==> src/rtl/mem_port_arbiter_if.sv <==
// Bus bundle between the fetch/data requesters, the shared memory port and
// the arbiter. The arbiter uses the slave view; the requesters and the
// memory model use the master view.
interface mem_port_arbiter_if;
    // Instruction fetch side
    logic        if_req;
    logic [15:0] if_addr;
    logic [15:0] if_rdata;
    logic        if_done;
    logic        if_stall;
    // Data access side
    logic        dm_req;
    logic        dm_wr;
    logic [15:0] dm_addr;
    logic [15:0] dm_wdata;
    logic [15:0] dm_rdata;
    logic        dm_done;
    logic        dm_stall;
    logic        err;
    // Single-port memory
    logic        mem_en;
    logic        mem_wr;
    logic [15:0] mem_addr;
    logic [15:0] mem_wdata;
    logic [15:0] mem_rdata;

    modport slave (
        input  if_req, if_addr, dm_req, dm_wr, dm_addr, dm_wdata, mem_rdata,
        output if_rdata, if_done, if_stall, dm_rdata, dm_done, dm_stall, err,
        output mem_en, mem_wr, mem_addr, mem_wdata
    );

    modport master (
        output if_req, if_addr, dm_req, dm_wr, dm_addr, dm_wdata, mem_rdata,
        input  if_rdata, if_done, if_stall, dm_rdata, dm_done, dm_stall, err,
        input  mem_en, mem_wr, mem_addr, mem_wdata
    );
endinterface

==> src/rtl/mem_port_arbiter.sv <==
// Shares one single-port 16-bit memory between instruction fetch (IF) and
// data access (DM). Data wins by default; after STARVE_LIMIT consecutive data
// grants with a fetch waiting, the fetch is forced through. Each access holds
// the memory port for LATENCY cycles, then a one-cycle done pulse follows.
// Odd (misaligned) addresses skip the memory cycle and complete with err.
module mem_port_arbiter #(
    parameter int LATENCY      = 2,
    parameter int STARVE_LIMIT = 4
) (
    input  logic               clk,
    input  logic               rst,
    mem_port_arbiter_if.slave  bus
);

    localparam logic [3:0] WAIT_INIT  = 4'(LATENCY - 1);
    localparam logic [3:0] STREAK_MAX = 4'(STARVE_LIMIT);

    typedef enum logic [1:0] {IDLE, ACCESS, RESP} state_t;

    state_t      state, state_nxt;
    logic [3:0]  streak;
    logic [3:0]  wait_cnt;
    logic [15:0] lat_addr;
    logic [15:0] lat_wdata;
    logic        lat_wr;
    logic        owner_dm;
    logic        err_flag;
    logic [15:0] if_rdata_q;
    logic [15:0] dm_rdata_q;

    logic        dm_win;
    logic        if_win;
    logic [15:0] grant_addr;

    // State register
    always_ff @(posedge clk) begin
        if (rst) state <= IDLE;
        else     state <= state_nxt;
    end

    // Arbitration, next state and all bus outputs
    always_comb begin
        state_nxt  = state;
        dm_win     = 1'b0;
        if_win     = 1'b0;
        grant_addr = bus.if_addr;

        unique case (state)
            IDLE: begin
                // Data wins unless the fetch has been starved long enough
                if (bus.dm_req && !(bus.if_req && streak == STREAK_MAX))
                    dm_win = 1'b1;
                else if (bus.if_req)
                    if_win = 1'b1;
                grant_addr = dm_win ? bus.dm_addr : bus.if_addr;
                if (dm_win || if_win)
                    state_nxt = grant_addr[0] ? RESP : ACCESS;
            end
            ACCESS: if (wait_cnt == 4'd0) state_nxt = RESP;
            RESP:   state_nxt = IDLE;
            default: state_nxt = IDLE;
        endcase

        bus.mem_en    = (state == ACCESS);
        bus.mem_wr    = (state == ACCESS) && lat_wr;
        bus.mem_addr  = lat_addr;
        bus.mem_wdata = lat_wdata;
        bus.if_done   = (state == RESP) && !owner_dm;
        bus.dm_done   = (state == RESP) && owner_dm;
        bus.err       = (state == RESP) && err_flag;
        bus.if_rdata  = if_rdata_q;
        bus.dm_rdata  = dm_rdata_q;
        bus.if_stall  = bus.if_req && !bus.if_done;
        bus.dm_stall  = bus.dm_req && !bus.dm_done;
    end

    // Grant latching, starvation streak, wait counting and read capture
    always_ff @(posedge clk) begin
        if (rst) begin
            streak     <= 4'd0;
            wait_cnt   <= 4'd0;
            lat_addr   <= 16'd0;
            lat_wdata  <= 16'd0;
            lat_wr     <= 1'b0;
            owner_dm   <= 1'b0;
            err_flag   <= 1'b0;
            if_rdata_q <= 16'd0;
            dm_rdata_q <= 16'd0;
        end else begin
            unique case (state)
                IDLE: begin
                    if (dm_win || if_win) begin
                        lat_addr  <= grant_addr;
                        lat_wdata <= dm_win ? bus.dm_wdata : 16'd0;
                        lat_wr    <= dm_win && bus.dm_wr;
                        owner_dm  <= dm_win;
                        err_flag  <= grant_addr[0];
                        wait_cnt  <= WAIT_INIT;
                        if (dm_win && bus.if_req)
                            streak <= (streak < STREAK_MAX) ? streak + 4'd1 : streak;
                        else
                            streak <= 4'd0;
                        // A misaligned grant reports zero data in its done cycle
                        if (grant_addr[0]) begin
                            if (dm_win) dm_rdata_q <= 16'd0;
                            else        if_rdata_q <= 16'd0;
                        end
                    end
                end
                ACCESS: begin
                    if (wait_cnt == 4'd0) begin
                        if (!lat_wr) begin
                            if (owner_dm) dm_rdata_q <= bus.mem_rdata;
                            else          if_rdata_q <= bus.mem_rdata;
                        end
                    end else begin
                        wait_cnt <= wait_cnt - 4'd1;
                    end
                end
                default: ;
            endcase
        end
    end

endmodule

==> src/flat_wrapper.sv <==
// flat-port wrapper written by rule: the top's interface ports become plain ports
module mem_port_arbiter_flat 
#(
    parameter int LATENCY      = 2,
    parameter int STARVE_LIMIT = 4
)
  (clk, rst, bus_if_req, bus_if_addr, bus_dm_req, bus_dm_wr, bus_dm_addr, bus_dm_wdata, bus_mem_rdata, bus_if_rdata, bus_if_done, bus_if_stall, bus_dm_rdata, bus_dm_done, bus_dm_stall, bus_err, bus_mem_en, bus_mem_wr, bus_mem_addr, bus_mem_wdata);
  mem_port_arbiter_if bus_i ();
  input  logic clk;
  input  logic rst;
  input wire logic [$bits(bus_i.if_req)-1:0] bus_if_req;
  input wire logic [$bits(bus_i.if_addr)-1:0] bus_if_addr;
  input wire logic [$bits(bus_i.dm_req)-1:0] bus_dm_req;
  input wire logic [$bits(bus_i.dm_wr)-1:0] bus_dm_wr;
  input wire logic [$bits(bus_i.dm_addr)-1:0] bus_dm_addr;
  input wire logic [$bits(bus_i.dm_wdata)-1:0] bus_dm_wdata;
  input wire logic [$bits(bus_i.mem_rdata)-1:0] bus_mem_rdata;
  output wire logic [$bits(bus_i.if_rdata)-1:0] bus_if_rdata;
  output wire logic [$bits(bus_i.if_done)-1:0] bus_if_done;
  output wire logic [$bits(bus_i.if_stall)-1:0] bus_if_stall;
  output wire logic [$bits(bus_i.dm_rdata)-1:0] bus_dm_rdata;
  output wire logic [$bits(bus_i.dm_done)-1:0] bus_dm_done;
  output wire logic [$bits(bus_i.dm_stall)-1:0] bus_dm_stall;
  output wire logic [$bits(bus_i.err)-1:0] bus_err;
  output wire logic [$bits(bus_i.mem_en)-1:0] bus_mem_en;
  output wire logic [$bits(bus_i.mem_wr)-1:0] bus_mem_wr;
  output wire logic [$bits(bus_i.mem_addr)-1:0] bus_mem_addr;
  output wire logic [$bits(bus_i.mem_wdata)-1:0] bus_mem_wdata;
  assign bus_i.if_req = bus_if_req;
  assign bus_i.if_addr = bus_if_addr;
  assign bus_i.dm_req = bus_dm_req;
  assign bus_i.dm_wr = bus_dm_wr;
  assign bus_i.dm_addr = bus_dm_addr;
  assign bus_i.dm_wdata = bus_dm_wdata;
  assign bus_i.mem_rdata = bus_mem_rdata;
  assign bus_if_rdata = bus_i.if_rdata;
  assign bus_if_done = bus_i.if_done;
  assign bus_if_stall = bus_i.if_stall;
  assign bus_dm_rdata = bus_i.dm_rdata;
  assign bus_dm_done = bus_i.dm_done;
  assign bus_dm_stall = bus_i.dm_stall;
  assign bus_err = bus_i.err;
  assign bus_mem_en = bus_i.mem_en;
  assign bus_mem_wr = bus_i.mem_wr;
  assign bus_mem_addr = bus_i.mem_addr;
  assign bus_mem_wdata = bus_i.mem_wdata;
  mem_port_arbiter #(.LATENCY(LATENCY), .STARVE_LIMIT(STARVE_LIMIT)) u_core (.clk(clk), .rst(rst), .bus(bus_i));
endmodule
==> config.mk <==
export PLATFORM = sky130hd
export DESIGN_NAME = mem_port_arbiter_flat
export DESIGN_NICKNAME = d
export VERILOG_FILES = /design/src/rtl/mem_port_arbiter_if.sv /design/src/rtl/mem_port_arbiter.sv /design/src/flat_wrapper.sv
export SDC_FILE = /design/constraint.sdc
export NUM_CORES = 1
export LEC_CHECK = 0
export ABC_AREA = 1
export BUFFER_PORTS_ARGS = -buffer_cell sky130_fd_sc_hd__buf_2
export CORE_UTILIZATION = 45
export DETAILED_ROUTE_END_ITERATION = 12
export GPL_TIMING_DRIVEN = 1
export PLACE_DENSITY = 0.76
export SLEW_MARGIN = 20
export SYNTH_ARGS = -nofsm -noshare
export SYNTH_HDL_FRONTEND = slang
export SYNTH_SLANG_ARGS = --single-unit
==> constraint.sdc <==
create_clock -name clk -period 2.3 [get_ports clk]
set_input_delay 0.115 -clock clk [delete_from_list [all_inputs] [get_ports clk]]
set_output_delay 0.115 -clock clk [all_outputs]
set_load 0.01 [all_outputs]
==> results of run 1 <==
power by group:
| part | internal, mW | switching (mW) | leakage, nW |
|---|---|---|---|
| sequential | 1.51 | 0.112 | 0.625 |
| clock | 0.535 | 0.500 | 0.0999 |
| combinational | 0.448 | 0.713 | 1.70 |
| total | 2.50 | 1.33 | 2.42 |
logic make-up after synthesis:
group / after synthesis / share of synthesized area [%]
DFF: 76 / 44.9
AOI/OAI and AO/OA: 81 / 12.4
adders and majority gates: 4 / 1.48
buffers and inverters: 86 / 10.7
and+or+nand+nor: 245 / 30.5
final cells by class:
class	count	area (um2)	area share, %
repair buffers	174	1040	22.5
clock inverters	5	60.1	1.31
clock buffers	11	141	3.07
inverters	57	214	4.65
multi-input cells	330	1510	32.7
well taps	99	124	2.69
flip-flops and latches	76	1520	33.1
through the flow:
stage	setup slack [ns]	area (um2)	std cells	util, %
after global placement	0.536	4140	710	57.1
after detailed placement	0.434	4140	710	57.1
after global routing	0.117	4600	752	63.4
after floorplan	0.762	3390	492	-
after CTS	0.423	4600	752	63.4
final	0.419	4600	752	63.4
cell usage after synthesis:
master / n / area [um2]
nand2_1: 125 / 469
dfxtp_1: 76 / 1520
nor2_1: 70 / 263
inv_1: 53 / 199
o21ai_0: 41 / 205
a21oi_1: 32 / 160
nand3_1: 23 / 115
nand4_1: 15 / 93.8
clkbuf_1: 13 / 48.8
buf_2: 7 / 35.0
buf_4: 4 / 30.0
ha_1: 4 / 50.1
inv_2: 4 / 15.0
nor3_1: 4 / 20.0
o21ai_1: 4 / 20.0
buf_1: 3 / 11.3
and3_1: 2 / 12.5
buf_6: 2 / 22.5
nand3_2: 2 / 20.0
nor2_4: 2 / 22.5
o22ai_1: 2 / 12.5
a21oi_4: 1 / 16.3
and2_1: 1 / 6.26
nand2_4: 1 / 11.3
o211ai_1: 1 / 7.51
critical path: stages, from the launching register on:
cell,delay (ns)
dfxtp_1,0.38
nor2_4,0.22
nand2_4,0.12
a21oi_4,0.34
nand3_2,0.42
nor2_1,0.23
nor2_1,0.07
sequential cells by signal, indices dropped and copies added (netlist names), 2 cells and up:
register              flops
u_core.streak             4
u_core.wait_cnt           4
u_core.state              2
u_core.bus.mem_addr      16
u_core.bus.mem_wdata     16
u_core.bus.if_rdata      16
u_core.bus.dm_rdata      16
worst max-delay path by stage:
stage | end
after floorplan | u_core.bus.if_rdata[8]
after global placement | u_core.bus.if_rdata[4]
after detailed placement | u_core.bus.if_rdata[3]
after CTS | u_core.bus.if_rdata[2]
after global routing | u_core.bus.if_rdata[10]
final | u_core.bus.if_rdata[2]
layer usage:
layer / track usage (%) / wire length (um)
met1: 28.7 / 3860
met3: 6.16 / 761
met4: 10.9 / 200
met2: 41.9 / 4460
met5: 0 / 0
==> metrics, run 1 <==
proportion of layout cells with a drive suffix above 1 26.6%; gp weighted congestion 0.881; syn nets 565; GRT overflow 0; startpoint types flop; Peak VDD IR 0.356 mV; clock latency on the worst-skew pair 0.35 ns; final setup TNS 0 ns; critical path peak fanout 20; Pwr per Cell Area 831 nW/um2; core box area 7250 um2; clock skew 0.0127 ns; Max Root-Sink Buffers 2; status completed; Post-Synthesis Cells 492; leakage 2.42 nW; clk root buf clkbuf_8; most frequent cells in the layout buf_2, nand2_1, dfxtp_1; Initial Util 46.7%; filler instances 656; Gates resized, CTS repair 0; post-synthesis sequential area ratio 44.9%; hold slack 0.0106 ns; Worst Hold End u_core.bus.mem_addr[6]; Avg WL per Cell 12.3 um; Via density 4.93; Setup CP Type reg2reg; vias in the first global route 3391; Num CTS Buffers 9; die footprint 7880 um2; IO buf count 139; YS warnings 0; overall die height 88.8 um; slew at the pin closest to its max-slew limit 0.486 ns; htree depth 3; area grow syn2layout 35.8%; most common library cell in the layout ignoring fill and taps buf_2; # IOs 140; largest net degree at the start of global routing 47; Reg-to-Reg End u_core.bus.if_rdata[2]; ANT nets after route 0; crit path DAT 2.13 ns; Hold Violations, Final 0; Slew Limit Fails 0; # setup viols final 0; post-CTS setup buffers 0; post-synthesis average cell area 6.89 um2; Vias 3706; cts hold-fix bufs 26; Mapped Area 3390 um2; CP endpoint kind flop; Yosys reg bits 76; worst rel slew slack 67.5%; first-pass GRT wire length 14700 um; nets 721; chip width 88.8 um; aggregate global-route resource usage 24.4%; Power Total 3.82 mW; Tcrit/Tclk final 81.8%; n_diodes 0; Distinct cells, synth 25; CTS Sinks 76; CTS tree done; crit path from u_core.state[1]; 1st-pass router iterations 4; Crit Reg-Reg Startpoint u_core.state[1]; worst reg2reg path depth 6; number of max-cap violations 0; final HPWL from detailed placement 6260 um; WHS Path Cells 3; DRC 0; Final Critical Period 1.88 ns; clock slew at reported path FFs 0.08 ns; antenna violations before repair 0; r2r setup slk 0.42 ns; min-delay src bus_if_addr[6]; Min-Delay Path Class in2reg; RSZ-0062 raised after global routing no; max frequency 532 MHz; Iteration-0 DRC Markers 154; CP required 2.54 ns; routed wire length 9290 um; Cell Rows 31
(Power assumes the default switching activity.)
==> run 2: changes to the inputs <==
Settings changed: CORE_UTILIZATION 45 to 43.
Clock period 2.3 ns to 1.65 ns, I/O delays scaled along.
==> metrics, run 2 (synthesis results as in run 1) <==
GRT overflow 0 (unchanged); proportion of layout cells with a drive suffix above 1 28.8% (+2.2 points); critical path peak fanout 10 (-50%); core box area 7690 um2 (+6.0%); Slew Limit Fails 0 (unchanged); Final Cell Area 4880 um2 (+6.0%); clock slew at reported path FFs 0.09 ns (about the same); crit path DAT 1.82 ns (-0.31 ns); ANT nets after route 0 (unchanged); # setup viols final 0 (unchanged); most frequent cells in the layout buf_2, nand2_1, dfxtp_1; htree depth 3 (unchanged); number of max-cap violations 0 (unchanged); first-pass GRT wire length 15600 um (+6.0%); DRC 0 (unchanged); startpoint types flop; CTS Sinks 76 (unchanged); CP required 1.89 ns (-0.65 ns); clock skew 0.0162 ns (+0.00346 ns); Pwr per Cell Area 1150 nW/um2 (+38%); CTS tree done; IO buf count 139 (unchanged); Via density 4.85 (-1.5%); worst rel slew slack 70.8% (+3.3 points); nets 735 (+1.9%); Setup CP Type reg2reg; Iteration-0 DRC Markers 194 (+26%); chip width 90.8 um (+2.2%); most common library cell in the layout ignoring fill and taps buf_2; Final Critical Period 1.57 ns (-0.307 ns); 1st-pass router iterations 4 (unchanged); Tcrit/Tclk final 95.4% (+14 points); fin util 63.4% (about the same); antenna violations before repair 0 (unchanged); Hold Violations, Final 0 (unchanged); area grow syn2layout 43.9%; final HPWL from detailed placement 6010 um (-3.9%); clk root buf clkbuf_8; Placed Area 4190 um2 (+1.2%); n_diodes 0 (unchanged); status completed; # IOs 140 (unchanged); aggregate global-route resource usage 23.2% (-1.1 points); largest net degree at the start of global routing 69 (+47%); vias in the first global route 3430 (+1.2%); hold slack 0.0199 ns (+0.00931 ns); Vias 3727 (+0.57%); Avg WL per Cell 12.6 um (+1.9%); die footprint 8240 um2 (+4.5%); Final Worst Setup Slack 0.0761 ns (-0.343 ns); dpl ws -0.0352 ns (-0.469 ns); leakage 2.54 nW (+5.0%); Num CTS Buffers 9 (unchanged); Min-Delay Path Class in2reg; gp weighted congestion 0.807 (-8.3%); Cell Rows 32 (+3.2%); Max Root-Sink Buffers 2 (unchanged); Initial Util 44.1% (-2.6 points); CP endpoint kind flop; Peak VDD IR 0.616 mV (+73%); max frequency 635 MHz (+20%); overall die height 90.8 um (+2.2%); slew at the pin closest to its max-slew limit 0.438 ns (-0.0483 ns); routed wire length 9660 um (+4.0%); clock latency on the worst-skew pair 0.35 ns (about the same)
==> run 2: cell types whose count changed in the layout (fill, tap and decap cells not counted), moves of 3 or more <==
cell           previous run  this run
dlygate4sd3_1            26        34
o21ai_0                  41        34
o21ai_1                   4        11
nand2_1                 125       120
nand2_4                   1         5
buf_6                     0         3
nand3_1                  23        20
nand3_4                   0         3
==> run 2: final timing paths <==
kind / start / end / slack (ns) / depth (start not counted)
setup / recovery: u_core.streak[0] / u_core.bus.if_rdata[8] / 0.08 / 11
hold / removal: bus_mem_rdata[12] / u_core.bus.dm_rdata[12] / 0.02 / 3
setup reg to reg: u_core.streak[0] / u_core.bus.if_rdata[8] / 0.08 / 11
hold reg to reg: u_core.bus.mem_wdata[2] / u_core.bus.mem_wdata[2] / 0.47 / 2
==> run 2: area by class of cell <==
class                      instances  area (um2)
fill                             669        2810
multi-input combinational        330        1580
sequential                        76        1520
timing repair buffer             188        1210
inverter                          57         221
tap                              102         128
clock buffer                       9         124
clock inverter                     6        90.1
==> run 2: critical path: stages (launching register included) <==
cell and delay [ns]:
dfxtp_2 0.35, inv_1 0.06, ha_1 0.18, nand2_1 0.07
inv_2 0.05, nand2_4 0.09, nand3_4 0.11, nand3_4 0.12
nand3_4 0.10, clkbuf_16 0.18, nor2_1 0.10, nor2_1 0.06
==> run 2: where the power goes <==
part	internal, mW	switching, mW	total, mW
registers	2.11	0.163	2.27
logic	0.746	1.05	1.80
clock network	0.845	0.676	1.52
total	3.70	1.89	5.59
==> run 2: what timing repair did <==
action,4_1_cts,5_1_grt
endpoints found under the hold margin,34,0
buffers inserted,0,2
pin swaps,0,3
gates resized for setup,1,31
cloned,0,1
hold buffers,34,0
setup endpoints to repair,9,64
==> run 2: per-stage QoR <==
step           total power, mW   TNS, ns  std cells
3_5_place_dp              3.91    -0.147        716
4_1_cts                   5.50  -0.00541        765
6_report                  5.59         0        768
5_1_grt                   5.93   -0.0819        768
2_1_floorplan             3.35         0        492
3_3_place_gp              3.86         0        716
==> run 2: routing by layer <==
layer | GRT usage, % | routed length, um
met1 | 27.8 | 4150
met2 | 40.5 | 4660
met3 | 6.31 | 756
met4 | 6.85 | 101
met5 | 0 | 0
==> run 3: changes to the inputs <==
Settings changed: MAX_ROUTING_LAYER from default to met4.
==> metrics, run 3 (synthesis results as in run 1) <==
status completed; Crit path largest cell delay 0.35 ns (about the same); family with the most delay on the worst path simple AND/OR/NAND/NOR gates; 1st-pass router iterations 5 (+1); Flop pwr share 40.6% (about the same); critical path peak fanout 10 (unchanged); Min-Delay Path Class in2reg; most common library cell in the layout ignoring fill and taps buf_2; gp weighted congestion 0.819 (+1.5%); nets 735 (unchanged); first-pass GRT wire length 15500 um (about the same); number of max-cap violations 0 (unchanged); CP required 1.90 ns (about the same); Worst Hold End u_core.bus.dm_rdata[12]; n_diodes 0 (unchanged); antenna violations before repair 0 (unchanged); worst reg2reg path depth 11 (unchanged); Slew Limit Fails 0 (unchanged); CTS Sinks 76 (unchanged); aggregate global-route resource usage 24.0% (+0.71 points); leakage 2.54 nW (about the same); largest net degree at the start of global routing 69 (unchanged); Initial Util 44.1% (unchanged); Num CTS Buffers 9 (unchanged); slew at the pin closest to its max-slew limit 0.441 ns (+0.00253 ns); Cell Rows 32 (unchanged); Setup CP Type reg2reg; proportion of layout cells with a drive suffix above 1 28.8% (unchanged); CP endpoint kind flop; Max Root-Sink Buffers 2 (unchanged); Placed Area 4190 um2 (unchanged); # setup viols final 0 (unchanged); Iteration-0 DRC Markers 217 (+12%); most frequent cells in the layout buf_2, nand2_1, dfxtp_1; crit path DAT 1.82 ns (about the same); routed wire length 9680 um (+0.17%); die footprint 8240 um2 (unchanged); core box area 7690 um2 (unchanged); placed cells 716 (unchanged); ANT nets after route 0 (unchanged); htree depth 3 (unchanged); final HPWL from detailed placement 6010 um (unchanged); clk root buf clkbuf_8; startpoint types flop; crit-path cells inv_1 > ha_1 > nand2_1 > inv_2 > nand2_4 > nand3_4 > nand3_4 > nand3_4 > clkbuf_16 > nor2_1 > nor2_1; Avg WL per Cell 12.6 um (+0.17%); overall die height 90.8 um (unchanged); Pwr per Cell Area 1150 nW/um2 (about the same); DRC 0 (unchanged); Peak VDD IR 0.613 mV (-0.40%); Slowest-stage cell, CP dfxtp_2; Finished Layout Cells 768 (unchanged); Top cell by count, worst path nand3_4; max frequency 637 MHz (+0.29%); Final Cell Area 4880 um2 (unchanged); Vias 3762 (+0.94%); # IOs 140 (unchanged); CP bufs+invs 3 (unchanged); clock slew at reported path FFs 0.08 ns (about the same); Final Critical Period 1.57 ns (-0.00452 ns); Via density 4.90 (+0.94%); final setup TNS 0 ns (unchanged); WHS Path Cells 3 (unchanged); IO buf count 139 (unchanged); Crit Reg-Reg Startpoint u_core.streak[0]; min-delay src bus_mem_rdata[12]; Net Switching 1.89 mW (+0.22%); clock share of power 27.3% (about the same); clock latency on the worst-skew pair 0.34 ns (about the same); r2r setup slk 0.08 ns (about the same); clock skew 0.0129 ns (-0.00329 ns); Reg-to-Reg End u_core.bus.if_rdata[8]; Power Total 5.60 mW (about the same); chip width 90.8 um (unchanged); logic gate share of total power 32.1% (about the same); GRT overflow 0 (unchanged); Internal 3.70 mW (about the same); hold slack 0.0203 ns (+0.000406 ns); area grow syn2layout 43.9% (unchanged); CTS tree done; switching part of the total 33.9% (+0.052 points); Hold Violations, Final 0 (unchanged); worst rel slew slack 70.6% (-0.17 points); Tcrit/Tclk final 95.1% (-0.27 points); vias in the first global route 3430 (unchanged)
-- run 3: how the worst max path moves through the flow --
| stage | slack [ns] | end | startpoint | cells past startpoint |
|---|---|---|---|---|
| 2_1_floorplan | 0.11 | u_core.bus.if_rdata[8] | u_core.streak[0] | 13 |
| 3_3_place_gp | 0.01 | u_core.bus.dm_rdata[10] | u_core.streak[0] | 12 |
| 3_5_place_dp | -0.04 | u_core.bus.dm_rdata[13] | u_core.streak[0] | 12 |
| 4_1_cts | -0.005 | u_core.bus.if_rdata[5] | u_core.streak[0] | 12 |
| 5_1_grt | -0.02 | u_core.bus.if_rdata[8] | u_core.streak[0] | 11 |
| 6_report | 0.08 | u_core.bus.if_rdata[8] | u_core.streak[0] | 11 |
-- run 3: final cells by class --
cell class	count	area (um2)
multi-input combinational	330	1580
tap	102	128
fill	669	2810
timing repair buffer	188	1210
inverter	57	221
clock inverter	6	90.1
sequential	76	1520
clock buffer	9	124
-- run 3: metrics by stage --
step	setup WS, ns	util [%]
2_1_floorplan	0.112	-
3_3_place_gp	0.0141	54.5
3_5_place_dp	-0.0352	54.5
4_1_cts	-0.00541	61.8
5_1_grt	-0.0193	63.4
6_report	0.0806	63.4
-- run 3: power by group through the flow --
stage	Sequential (mW)	Clock (mW)	Combinational (mW)
5_1_grt	2.30	1.64	2.00
3_3_place_gp	2.30	0	1.57
2_1_floorplan	2.41	0	0.944
4_1_cts	2.27	1.56	1.67
3_5_place_dp	2.31	0	1.60
6_report	2.27	1.53	1.79
-- run 3: worst min-delay path, stage by stage --
cell and delay [ns]:
buf_2 0.10, a21oi_1 0.06, nor2_1 0.09
-- run 3: timing repair --
action | 4_1_cts | 5_1_grt
gates cloned | 0 | 1
endpoints found under the setup margin | 9 | 64
hold endpoints to repair | 34 | 0
gates resized for setup | 1 | 28
buffers inserted | 0 | 2
hold buffers | 34 | 0
pin swaps | 0 | 3
-- run 3: per-layer routing --
layer  part of all wire, %  track usage [%]  vias up
li1                      -                -     1891
met3                   8.3             5.81        9
met4                  0.91             6.85        0
met5                     0                -        -
met2                    49             40.3      169
met1                    42             28.4     1693
